<file path="config.mk">
export PLATFORM = sky130hd
export DESIGN_NAME = uart_tx_feeder
export DESIGN_NICKNAME = d
export VERILOG_FILES = /design/src/rtl/uart_tx_feeder.sv
export SDC_FILE = /design/constraint.sdc
export NUM_CORES = 1
export LEC_CHECK = 0
export CAP_MARGIN = 10
export CORE_MARGIN = 2
export CORE_UTILIZATION = 30
export DETAILED_ROUTE_END_ITERATION = 8
export SYNTH_ARGS = -nofsm -noshare
export SYNTH_HDL_FRONTEND = slang
export SYNTH_SLANG_ARGS = --single-unit
</file>
<file path="constraint.sdc">
create_clock -name clk -period 3.2 [get_ports clk]
set_input_delay 0.96 -clock clk [delete_from_list [all_inputs] [get_ports clk]]
set_output_delay 0.96 -clock clk [all_outputs]
set_load 0.01 [all_outputs]
</file>
<file path="src/rtl/uart_tx_feeder.sv">
// uart_tx_feeder: upstream stage for the UART transmitter.
//   Holds host bytes in a DEPTH-entry FIFO. It passes them to the transmitter one
//   at a time through a trmt/tx_data/tx_done handshake. It also generates the
//   baud_tick bit-period enable. The baud divider is re-phased at every frame start.
//
// Ports:
//   clk, rst_n       system clock; asynchronous active-low reset
//   wr_en, wr_data   host push strobe and byte (dropped when full)
//   full, empty      registered FIFO status
//   count            registered FIFO occupancy
//   ovf, ovf_clr     sticky overflow flag and its clear
//   tx_done          from transmitter: 1 = idle / frame finished
//   trmt, tx_data    registered one-cycle start pulse and byte to transmitter
//   baud_tick        one-cycle bit-period enable
//
// Build option: define UART_FEEDER_OVF_EN to implement the sticky overflow
// register. When it is undefined, ovf is tied low and ovf_clr is ignored.
module uart_tx_feeder #(
  parameter int unsigned DEPTH    = 8,
  parameter int unsigned BAUD_DIV = 434
) (
  input  logic                     clk,
  input  logic                     rst_n,
  input  logic                     wr_en,
  input  logic [7:0]               wr_data,
  output logic                     full,
  output logic                     empty,
  output logic [$clog2(DEPTH):0]   count,
  output logic                     ovf,
  input  logic                     ovf_clr,
  input  logic                     tx_done,
  output logic                     trmt,
  output logic [7:0]               tx_data,
  output logic                     baud_tick
);

  localparam int unsigned AW = $clog2(DEPTH);
  localparam int unsigned CW = AW + 1;
  localparam int unsigned BW = $clog2(BAUD_DIV);
  localparam logic [BW-1:0] BAUD_MAX = BW'(BAUD_DIV - 1);
  localparam logic [CW-1:0] CNT_FULL = CW'(DEPTH);

  typedef enum logic [1:0] {IDLE, WAIT_BUSY, WAIT_DONE} state_e;

  state_e          state_q, state_d;
  logic [7:0]      mem_q [DEPTH];
  logic [AW-1:0]   wr_ptr_q, wr_ptr_d;
  logic [AW-1:0]   rd_ptr_q, rd_ptr_d;
  logic [CW-1:0]   count_q, count_d;
  logic            full_q, full_d;
  logic            empty_q, empty_d;
  logic            trmt_q, trmt_d;
  logic [7:0]      tx_data_q, tx_data_d;
  logic [BW-1:0]   baud_cnt_q, baud_cnt_d;
  logic            push, pop;

  // A push is judged on the registered full flag, so a byte that arrives
  // while full is dropped even if a pop frees a slot on the same edge.
  assign push = wr_en && !full_q;

  // ---------------- FIFO ----------------
  always_comb begin
    wr_ptr_d = wr_ptr_q;
    rd_ptr_d = rd_ptr_q;
    count_d  = count_q;
    if (push) wr_ptr_d = wr_ptr_q + AW'(1);
    if (pop)  rd_ptr_d = rd_ptr_q + AW'(1);
    case ({push, pop})
      2'b10:   count_d = count_q + CW'(1);
      2'b01:   count_d = count_q - CW'(1);
      default: count_d = count_q;
    endcase
    full_d  = (count_d == CNT_FULL);
    empty_d = (count_d == '0);
  end

  always_ff @(posedge clk) begin
    if (push) mem_q[wr_ptr_q] <= wr_data;
  end

  always_ff @(posedge clk or negedge rst_n) begin
    if (!rst_n) begin
      wr_ptr_q <= '0;
      rd_ptr_q <= '0;
      count_q  <= '0;
      full_q   <= 1'b0;
      empty_q  <= 1'b1;
    end else begin
      wr_ptr_q <= wr_ptr_d;
      rd_ptr_q <= rd_ptr_d;
      count_q  <= count_d;
      full_q   <= full_d;
      empty_q  <= empty_d;
    end
  end

  // ---------------- Feed FSM ----------------
  always_ff @(posedge clk or negedge rst_n) begin
    if (!rst_n) state_q <= IDLE;
    else        state_q <= state_d;
  end

  always_comb begin
    state_d = state_q;
    case (state_q)
      IDLE:      if (!empty_q && tx_done) state_d = WAIT_BUSY;
      WAIT_BUSY: if (!tx_done)            state_d = WAIT_DONE;
      WAIT_DONE: if (tx_done)             state_d = IDLE;
      default:                            state_d = IDLE;
    endcase
  end

  // A pop can only start from IDLE, and IDLE always moves on to WAIT_BUSY.
  // Therefore trmt can never be high on two consecutive cycles.
  always_comb begin
    pop       = 1'b0;
    trmt_d    = 1'b0;
    tx_data_d = tx_data_q;
    if (state_q == IDLE && !empty_q && tx_done) begin
      pop       = 1'b1;
      trmt_d    = 1'b1;
      tx_data_d = mem_q[rd_ptr_q];
    end
  end

  always_ff @(posedge clk or negedge rst_n) begin
    if (!rst_n) begin
      trmt_q    <= 1'b0;
      tx_data_q <= '0;
    end else begin
      trmt_q    <= trmt_d;
      tx_data_q <= tx_data_d;
    end
  end

  // ---------------- Baud divider ----------------
  // The counter restarts when trmt is high, so the start bit gets a full period.
  always_comb begin
    if (trmt_q || baud_cnt_q == BAUD_MAX) baud_cnt_d = '0;
    else                                  baud_cnt_d = baud_cnt_q + BW'(1);
  end

  always_ff @(posedge clk or negedge rst_n) begin
    if (!rst_n) baud_cnt_q <= '0;
    else        baud_cnt_q <= baud_cnt_d;
  end

  // ---------------- Overflow flag ----------------
`ifdef UART_FEEDER_OVF_EN
  logic ovf_q, ovf_d;

  always_comb begin
    ovf_d = ovf_q;
    if (wr_en && full_q) ovf_d = 1'b1;
    else if (ovf_clr)    ovf_d = 1'b0;
  end

  always_ff @(posedge clk or negedge rst_n) begin
    if (!rst_n) ovf_q <= 1'b0;
    else        ovf_q <= ovf_d;
  end

  assign ovf = ovf_q;
`else
  logic unused_ovf_clr;
  assign unused_ovf_clr = ovf_clr;
  assign ovf = 1'b0;
`endif

  assign full      = full_q;
  assign empty     = empty_q;
  assign count     = count_q;
  assign trmt      = trmt_q;
  assign tx_data   = tx_data_q;
  assign baud_tick = (baud_cnt_q == BAUD_MAX);

endmodule

</file>
==> results_dict.tcl, run 1 <==
set metrics [dict create \
    antennaDiodeCount 0 \
    worstSetupPathType "in2reg" \
    worst_pin_slew_ps 852 \
    synth.distinct_cells 43 \
    avgSynthCellArea_um2 16.2 \
    synthToLayoutAreaGrowth_pct 22.5 \
    slew_viol_final 0 \
    clock_sinks 96 \
    end_kind "flip-flop" \
    dp_hpwl_mm 4.46 \
    vias 2112 \
    row_count 41 \
    critical_path_arrival_ps 3320 \
    grt_overflow 0 \
    syn-cell-area_um2 3940 \
    place_ws_ps -419 \
    grt_usage_pct 10.9 \
    port_buffers 27 \
    nets 308 \
    rrSetupSlack_ps 510 \
    wirelength_mm 6.98 \
    gp_congestion 0.733 \
    viasPerCell 4.53 \
    period_minus_slack_ps 3060 \
    start_util_pct 30.9 \
    finalHoldViolCount 0 \
    seq_area_frac_synth_pct 69.2 \
    max_cap_viol_count 0 \
    setup_viol 0 \
    antenna_found_initial 0 \
    cts_hold_buf 0 \
    crit_fanout 3 \
    drive_above_1_share_pct 22.4 \
    die_h_um 119 \
    worstHoldPathType "reg2reg" \
    rsz0062_at_grt "false" \
    seq_area_um2 2720 \
    grt_pass1_vias 2230 \
    nFillCells 1254 \
    cts_setup_buffers 0 \
    max_freq_ghz 0.327 \
    p_leak_uw 0.00174 \
    cp_data_required_time_ps 3460 \
    synthFlopType "edfxtp_1" \
    clk_pin_slew_worst_paths_ps 60 \
    grt_pass1_wl_mm 11.5 \
    cts_tree "done" \
    syn_inst 243 \
    skew_ps 5.64 \
    status "complete, no violations" \
    cts_max_level 3 \
    tns_ps 0 \
    fin_ws_ps 139 \
    insertion_delay_ps 340 \
    multiInputGateArea_um2 1160 \
    first_pass_iters 4 \
    routedWlPerCell_um 15.0 \
    clockBufferDepth 2 \
    die_x_um 119 \
    grt_max_degree 33 \
    async_flop_share_pct 33.3 \
    ir_worst_vdd_uv 276 \
    cts-resized-gates 1 \
    syn_nets 262 \
    dieArea_um2 14100 \
    cts_buffers 9 \
    p_per_area_nw_per_um2 880 \
    core_area_um2 12700 \
    ys_ff_latch 96 \
    io_pins 30 \
    drtIter0Drc 78 \
    max_slew_margin_pct 43.2 \
    ant_nets 0 \
    drc 0 \
    synth_edf_count 64 \
    fin_crit_sh_pct 95.7 \
    clockRootBuffer "clkbuf_16" \
    start_kind "input port" \
    ys_warn_count 0 \
]
## synth_stat cells, types with 3 or more instances
cell type | instances | area (um2)
nand2_1 | 22 | 82.6
dfrtp_1 | 31 | 776
mux4_2 | 16 | 360
mux2i_1 | 8 | 80.1
nor3_1 | 7 | 35.0
buf_2 | 3 | 15.0
o21ai_0 | 9 | 45.0
clkbuf_1 | 6 | 22.5
edfxtp_1 | 64 | 1920
xor2_1 | 3 | 26.3
nand2b_1 | 3 | 18.8
xnor2_1 | 12 | 105
inv_1 | 3 | 11.3
nand3_1 | 3 | 15.0
nor2_1 | 14 | 52.6
ha_1 | 6 | 75.1
## cells in the final DEF (no fill, tap or decap), drive strengths merged, types with 4 or more instances in the layout
cell type      instances
edfxtp                64
dfrtp                 31
clkdlybuf4s50         26
nand2                 22
buf                   18
mux4                  16
nor2                  14
xnor2                 12
o21ai                 10
clkbuf                10
mux2i                  8
nor3                   8
inv                    7
ha                     6
clkinv                 4
## metrics by stage
stage	power, uW	std cells	cell area (um2)	util, %	hold slack, ps
floorplan	2740	243	3980	-	450
global placement	3210	450	4530	35.6	458
detailed placement	3250	450	4530	35.6	476
CTS	4310	466	4820	37.9	485
global route	4500	466	4820	37.9	522
finish	4240	466	4820	37.9	482
## cell families (layout without fill, tap and decap cells)
family	after synthesis	count (layout)	synth area share, %
AOI/OAI and AO/OA	19	19	3.56
adders and majority gates	6	6	1.91
other	1	1	0.0953
and+or+nand+nor	65	65	8.58
muxes	25	25	11.5
DFF	96	96	69.2
xor gates and xnor gates	15	15	3.34
buffers and inverters	16	67	1.84
## flip-flops by register name, summed over array words and instances (netlist names)
| signal | flops |
|---|---|
| wr_ptr_q | 3 |
| full | 1 |
| count | 4 |
| empty | 1 |
| mem_q | 64 |
| state_q | 2 |
| tx_data | 8 |
| baud_cnt_q | 9 |
| rd_ptr_q | 3 |
| trmt | 1 |
## final cells by class
class | count | share of cell area (%)
clock buffer | 10 | 4.75
clock inverter | 6 | 1.38
inverter | 6 | 0.571
multi-input combinational | 131 | 24.0
sequential | 96 | 56.5
tap | 172 | 4.46
timing repair buffer | 45 | 8.38
## critical path: stages
cell           delay [ps]
dlygate4sd2_1         230
or4b_4                500
clkinv_4               60
nand2_1                50
xnor2_1               130
ha_1                  300
or4b_1                520
a211o_1               350
a211oi_2              220
## final timing paths
check | start | end | cells past startpoint
max reg2reg | state_q[0] | full | 8
min reg2reg | state_q[1] | state_q[0] | 1
min in group asynchronous | rst_n | full | 2
max in group asynchronous | rst_n | empty | 2
max | tx_done | full | 9
min | state_q[1] | state_q[0] | 1
## report_power, final
group / switching [uW] / internal, uW
Combinational: 577 / 730
Clock: 447 / 610
Sequential: 258 / 1620
Total: 1280 / 2960
## layer usage
layer | GRT usage [%] | part of all wire [%]
met1 | 13.0 | 43
met2 | 18.2 | 51
met3 | 3.72 | 4.4
met4 | 4.02 | 1.7
met5 | 0 | 0
Power figures use the tool's default switching activity.
==> inputs of run 2 (changes only) <==
--- a/config.mk
+++ b/config.mk
@@ -5,6 +5,7 @@
 export SDC_FILE = /design/constraint.sdc
 export NUM_CORES = 1
 export LEC_CHECK = 0
+export ABC_AREA = 1
 export CAP_MARGIN = 10
 export CORE_MARGIN = 2
 export CORE_UTILIZATION = 30
==> results_dict.tcl, run 2 <==
set metrics [dict create \
    row_count 41 \
    p_leak_uw 0.00180 \
    drc 0 \
    finalHoldViolCount 0 \
    netlist.area_leader.share_pct 48.9 \
    cp_data_required_time_ps 2240 \
    top_register "mem_q" \
    ys_ff_latch 96 \
    whs_ps 487 \
    cts_tree "done" \
    dp_hpwl_mm 5.13 \
    ir_worst_vdd_uv 318 \
    first_pass_iters 4 \
    yosys-top-cells-count "edfxtp_1, nor2_1, nand2_1" \
    worst_path_largest_cell_delay_ps 600 \
    wirelength_mm 7.95 \
    grt_overflow 0 \
    drive_above_1_share_pct 11.9 \
    antenna_found_initial 0 \
    cts_max_level 3 \
    layout_common_cells "edfxtp_1, nor2_1, nand2_1" \
    synth_most_common_cell "edfxtp_1" \
    syn-cell-area_um2 3930 \
    yosys.area.top_type "edfxtp_1" \
    start_util_pct 30.9 \
    skew_ps 7.43 \
    crit_chain "inv_1, ha_1, nand4_1, nor4_1, clkdlybuf4s50_1" \
    max_freq_ghz 0.350 \
    crit_fanout 3 \
    ant_nets 0 \
    critical_path_arrival_ps 1900 \
    die_h_um 118 \
    ys_warn_count 0 \
    worst_pin_slew_ps 634 \
    worstHoldPathType "reg2reg" \
    tns_ps 0 \
    nFillCells 1267 \
    antennaDiodeCount 0 \
    max_slew_margin_pct 57.7 \
    p_per_area_nw_per_um2 893 \
    synthFlopType "edfxtp_1" \
    syn_nets 349 \
    cts_setup_buffers 0 \
    port_buffers 27 \
    grt_max_degree 34 \
    end_kind "primary output" \
    syn_inst 330 \
    async_flop_share_pct 33.3 \
    rsz0062_at_grt "false" \
    gp_congestion 0.808 \
    clockRootBuffer "clkbuf_16" \
    setup_viol 0 \
    dieArea_um2 14000 \
    synth_edf_count 64 \
    seq_area_frac_synth_pct 69.3 \
    period_minus_slack_ps 2860 \
    cts-resized-gates 0 \
    routedWlPerCell_um 14.6 \
    viasPerCell 4.65 \
    clockBufferDepth 2 \
    ys_top_cells_by_area "edfxtp_1, dfrtp_1, nor2_1" \
    max_cap_viol_count 0 \
    vias 2526 \
    worstSetupPathType "reg2out" \
    final_common_cell "edfxtp_1" \
    largest_register_ff_count 64 \
    fin_crit_sh_pct 89.3 \
    synth.distinct_cells 35 \
    cts_hold_buf 0 \
    nets 385 \
    seq_area_um2 2720 \
    grt_pass1_vias 2537 \
    grt_pass1_wl_mm 13.1 \
    synthToLayoutAreaGrowth_pct 21.2 \
    slowest_stage "clkdlybuf4s50_1" \
    drtIter0Drc 163 \
    die_x_um 118 \
    grt_usage_pct 11.9 \
    avgSynthCellArea_um2 11.9 \
    io_pins 30 \
    clock_sinks 96 \
    core_area_um2 12700 \
    status "complete, no violations" \
    slew_viol_final 0 \
    clk_pin_slew_worst_paths_ps 70 \
    multiInputGateArea_um2 1050 \
    start_kind "flip-flop" \
    insertion_delay_ps 340 \
    cts_buffers 9 \
]
==> run 2: cell types whose count changed after synthesis, moves of 4 or more <==
cell | before | now
o221ai_1 | 0 | 8
clkbuf_1 | 6 | 11
o21ai_0 | 9 | 14
mux2i_1 | 8 | 0
o211ai_1 | 0 | 9
a21oi_1 | 2 | 6
xnor2_1 | 12 | 2
inv_1 | 3 | 15
nor2_1 | 14 | 48
o22ai_1 | 0 | 8
nand2_1 | 22 | 39
mux4_2 | 16 | 0
o21ai_1 | 1 | 23
==> run 2: per-layer routing <==
layer  wire length (um)  global-route usage (%)  vias up
met5                  0                       0        -
met4                147                    4.54        0
met3                367                    3.23        9
met2               3730                    18.4       62
met1               3710                    16.0     1218
li1                   -                       -     1237
==> run 2: cell families (layout without fill, tap and decap cells) <==
| kind of cell | Yosys count | count (layout) | share of synthesized area (%) |
|---|---|---|---|
| compound gates | 69 | 69 | 10.4 |
| xor+xnor | 7 | 7 | 1.56 |
| fa+ha+maj | 6 | 6 | 1.91 |
| buf+inv | 35 | 76 | 3.82 |
| flops | 96 | 96 | 69.3 |
| other cells | 1 | 1 | 0.0954 |
| simple gates | 116 | 116 | 12.8 |
==> run 2: final timing paths <==
check | endpoint | from | slack (ps) | depth (start not counted)
worst max-delay path | baud_tick | baud_cnt_q[1] | 340 | 5
worst min-delay path | tx_data[7] | tx_data[7] | 490 | 2
worst max register to register | tx_data[6] | rd_ptr_q[0] | 1190 | 5
worst min register to register | tx_data[7] | tx_data[7] | 490 | 2
max in group asynchronous | empty | rst_n | 1850 | 2
min in group asynchronous | wr_ptr_q[0] | rst_n | 1020 | 2
==> run 2: where the power goes <==
group	switching [uW]	total [uW]	leakage (uW)	internal (uW)
registers	208	1820	0.000982	1620
clock network	478	1100	0.000147	622
logic	786	1330	0.000671	543
==> run 2: layout make-up <==
cell class,count,share of cell area [%]
tap,172,4.52
timing repair buffer,39,7.57
multi-input combinational,199,22.1
inverter,21,1.94
clock inverter,7,1.89
clock buffer,9,4.73
sequential,96,57.2
==> run 2: metrics by stage <==
step	cells	power (uW)	utilization (%)	area (um2)	setup WS, ps
6_report	543	4250	37.4	4760	341
5_1_grt	543	4530	37.4	4760	211
4_1_cts	543	4290	37.4	4760	334
3_5_place_dp	527	3180	35.0	4450	430
3_3_place_gp	527	3130	35.0	4450	450
2_1_floorplan	330	2650	-	3930	757
==> run 2: worst max-delay path: cells and delay by family, from the launching register on <==
| kind | cells | cell delay (ps) |
|---|---|---|
| flip-flops | 1 | 400 |
| AND/OR/NAND/NOR | 2 | 350 |
| adder cells (fa/ha/maj) | 1 | 140 |
| buffers and inverters | 2 | 660 |
==> inputs of run 3 (changes only) <==
--- a/config.mk
+++ b/config.mk
@@ -10,6 +10,7 @@
 export CORE_MARGIN = 2
 export CORE_UTILIZATION = 30
 export DETAILED_ROUTE_END_ITERATION = 8
+export GPL_ROUTABILITY_DRIVEN = 1
 export SYNTH_ARGS = -nofsm -noshare
 export SYNTH_HDL_FRONTEND = slang
 export SYNTH_SLANG_ARGS = --single-unit
==> results of run 3 <==
No change in the layout: final DEF, timing and power equal those of run 2.
==> RTL change, RTL diff (config.mk and constraints of run 1) <==
`DEPTH`: 8 -> 16.
--- a/src/rtl/uart_tx_feeder.sv
+++ b/src/rtl/uart_tx_feeder.sv
@@ -16,7 +16,7 @@
 // Build option: define UART_FEEDER_OVF_EN to implement the sticky overflow
 // register. When it is undefined, ovf is tied low and ovf_clr is ignored.
 module uart_tx_feeder #(
-  parameter int unsigned DEPTH    = 8,
+  parameter int unsigned DEPTH    = 16,
   parameter int unsigned BAUD_DIV = 434
 ) (
   input  logic                     clk,
Interface: changed (resized count); port bits go from 30 to 31. The function was not compared with the original's and may differ.
==> RTL change against run 1 <==
- sequential cell count grew 67
- critical path depth grew 2
- clock skew grew 0.0048 ns
- design area grew 67%
- synthesized area grew 69%
- routed wire length grew 80%
- via count grew 57%
- worst setup slack lost 0.032 ns
- power grew 65%
==> RTL change: results (changes against run 1) <==
INFO  run_status     run_status=complete, no violations
INFO  clock_tree     cts_made_buffers=17 [+8]
INFO  sta            timing.slew.headroom=43.9% [+0.76 points]
INFO  layout         final.fill_count=2003 [+60%]
INFO  sta            clock-skew-final=0.0105ns [+0.00484 ns]
INFO  global_routing via_count_of_the_first_global_routing_pass=3565 [+60%]
INFO  layout         finalNetCount=445 [+44%]
INFO  worst_setup_path crit_arrival=3.42ns [+0.10 ns]
INFO  synth          number_of_enable_type_register_cells_in_the_synthesized_netlist=128 [+100%]
INFO  synth          cells_taking_the_most_area_after_synthesis=sky130_fd_sc_hd__edfxtp_1 (58%), sky130_fd_sc_hd__dfrtp_1 (13%), sky130_fd_sc_hd__mux4_2 (11%)
INFO  clock_tree     worstSkewPairLatency=0.42ns [+0.08 ns]
INFO  synth          seq_total_area_yosys=71.0% [+1.8 points]
INFO  global_routing globalRouteTotalUtil=11.4% [+0.54 points]
INFO  routing        detail_route.iter0.violations=223 [+190%]
INFO  synth          synthDistinctLibCells=40 [-7.0%]
INFO  clock_tree     htreeDepth=4 [+1]
INFO  layout         largest_register_ffs=128 [+100%]
INFO  synth          synthArstFlopShare=21.5% [-12 points]
INFO  placement      place_ws=-0.320ns [+0.0990 ns]
INFO  routing        met3_wirelength=470um [+52%]
INFO  placement      detailed_placement_wirelength_estimate=7850um [+76%]
INFO  synth          synth.net_count=388 [+48%]
INFO  clock_tree     cts_resized=0 [-1]
INFO  synth          yosys-top-cells-count=sky130_fd_sc_hd__edfxtp_1 (128), sky130_fd_sc_hd__dfrtp_1 (34), sky130_fd_sc_hd__mux4_2 (32)
INFO  routing        post_drt_via_cell_ratio=4.64 [+2.4%]
INFO  placement      gpl.final_weighted_congestion=0.762 [+3.9%]
INFO  power_and_ir_drop ir_drop=0.000438V [+59%]
INFO  layout         layout-drive-gt1-share=26.1% [+3.7 points]
INFO  global_routing grt_max_degree=36 [+9.1%]
INFO  placement      portBuffers=28 [+3.7%]
INFO  routing        m1WireLength=5390um [+81%]
INFO  global_routing grt_first_pass_wirelength=20000um [+74%]
RTL change: cell types whose count changed in the layout (fill, tap and decap cells not counted), moves of 10 or more:
cell	before	now
sky130_fd_sc_hd__and2_1	0	17
sky130_fd_sc_hd__buf_4	18	28
sky130_fd_sc_hd__edfxtp_1	64	128
sky130_fd_sc_hd__mux4_2	16	32
sky130_fd_sc_hd__nand2_1	22	9
RTL change: logic make-up (layout without fill, tap and decap cells):
kind of cell | after synthesis | after routing | synth area share [%]
AOI/OAI and AO/OA | 18 | 18 | 2.65
xor gates and xnor gates | 21 | 21 | 2.97
adders and majority gates | 9 | 9 | 1.69
buffers and inverters | 29 | 99 | 1.86
DFF | 163 | 163 | 71.0
muxes | 49 | 49 | 13.6
other | 1 | 1 | 0.0564
and+or+nand+nor | 76 | 76 | 6.19
RTL change: worst max-delay path: stages:
cell	delay, ns
sky130_fd_sc_hd__clkdlybuf4s50_1	0.49
sky130_fd_sc_hd__or4b_4	0.51
sky130_fd_sc_hd__clkinv_4	0.08
sky130_fd_sc_hd__nand2_4	0.04
sky130_fd_sc_hd__xnor2_1	0.12
sky130_fd_sc_hd__ha_1	0.24
sky130_fd_sc_hd__nor3b_2	0.17
sky130_fd_sc_hd__o211ai_1	0.13
sky130_fd_sc_hd__a211oi_2	0.25
sky130_fd_sc_hd__xor2_1	0.24
sky130_fd_sc_hd__nor3b_1	0.20
RTL change: final timing paths:
path,end,cells past startpoint,slack [ns],startpoint
setup / recovery,full,11,0.11,tx_done
hold / removal,baud_cnt_q[0],1,0.50,baud_cnt_q[0]
setup reg to reg,full,10,0.67,state_q[0]
hold reg to reg,baud_cnt_q[0],1,0.50,baud_cnt_q[0]
max in group asynchronous,rd_ptr_q[0],1,1.98,rst_n
min in group asynchronous,baud_cnt_q[6],1,0.64,rst_n
RTL change: final cells by class:
| class | count | area share, % |
|---|---|---|
| Timing Repair Buffer | 57 | 6.30 |
| Tap cell | 280 | 4.36 |
| Multi-Input combinational cell | 174 | 22.5 |
| Sequential cell | 163 | 58.8 |
| Inverter | 10 | 0.530 |
| Clock inverter | 13 | 1.82 |
| Clock buffer | 19 | 5.64 |
RTL change: report_power, final:
group          switching (W)  internal [W]  leakage, nW
Combinational        0.00101       0.00111        0.911
Clock               0.000820       0.00120        0.284
Sequential          0.000212       0.00264         1.59
Total                0.00204       0.00494         2.79
RTL change: stage by stage:
stage	instances	util [%]	TNS (ns)	area (um2)
after floorplan	366	-	0	6650
after detailed placement	683	34.1	-0.715	7420
after CTS	715	36.8	0	8020
after global placement	683	34.1	-0.639	7420
final	716	36.9	0	8030
after global routing	716	36.9	0	8030
RTL change: routing by layer:
metal / vias to the layer above / GRT usage (%)
met5: - / 0
met4: 0 / 3.92
met3: 16 / 3.03
met2: 65 / 19.9
met1: 1713 / 13.7
li1: 1528 / -
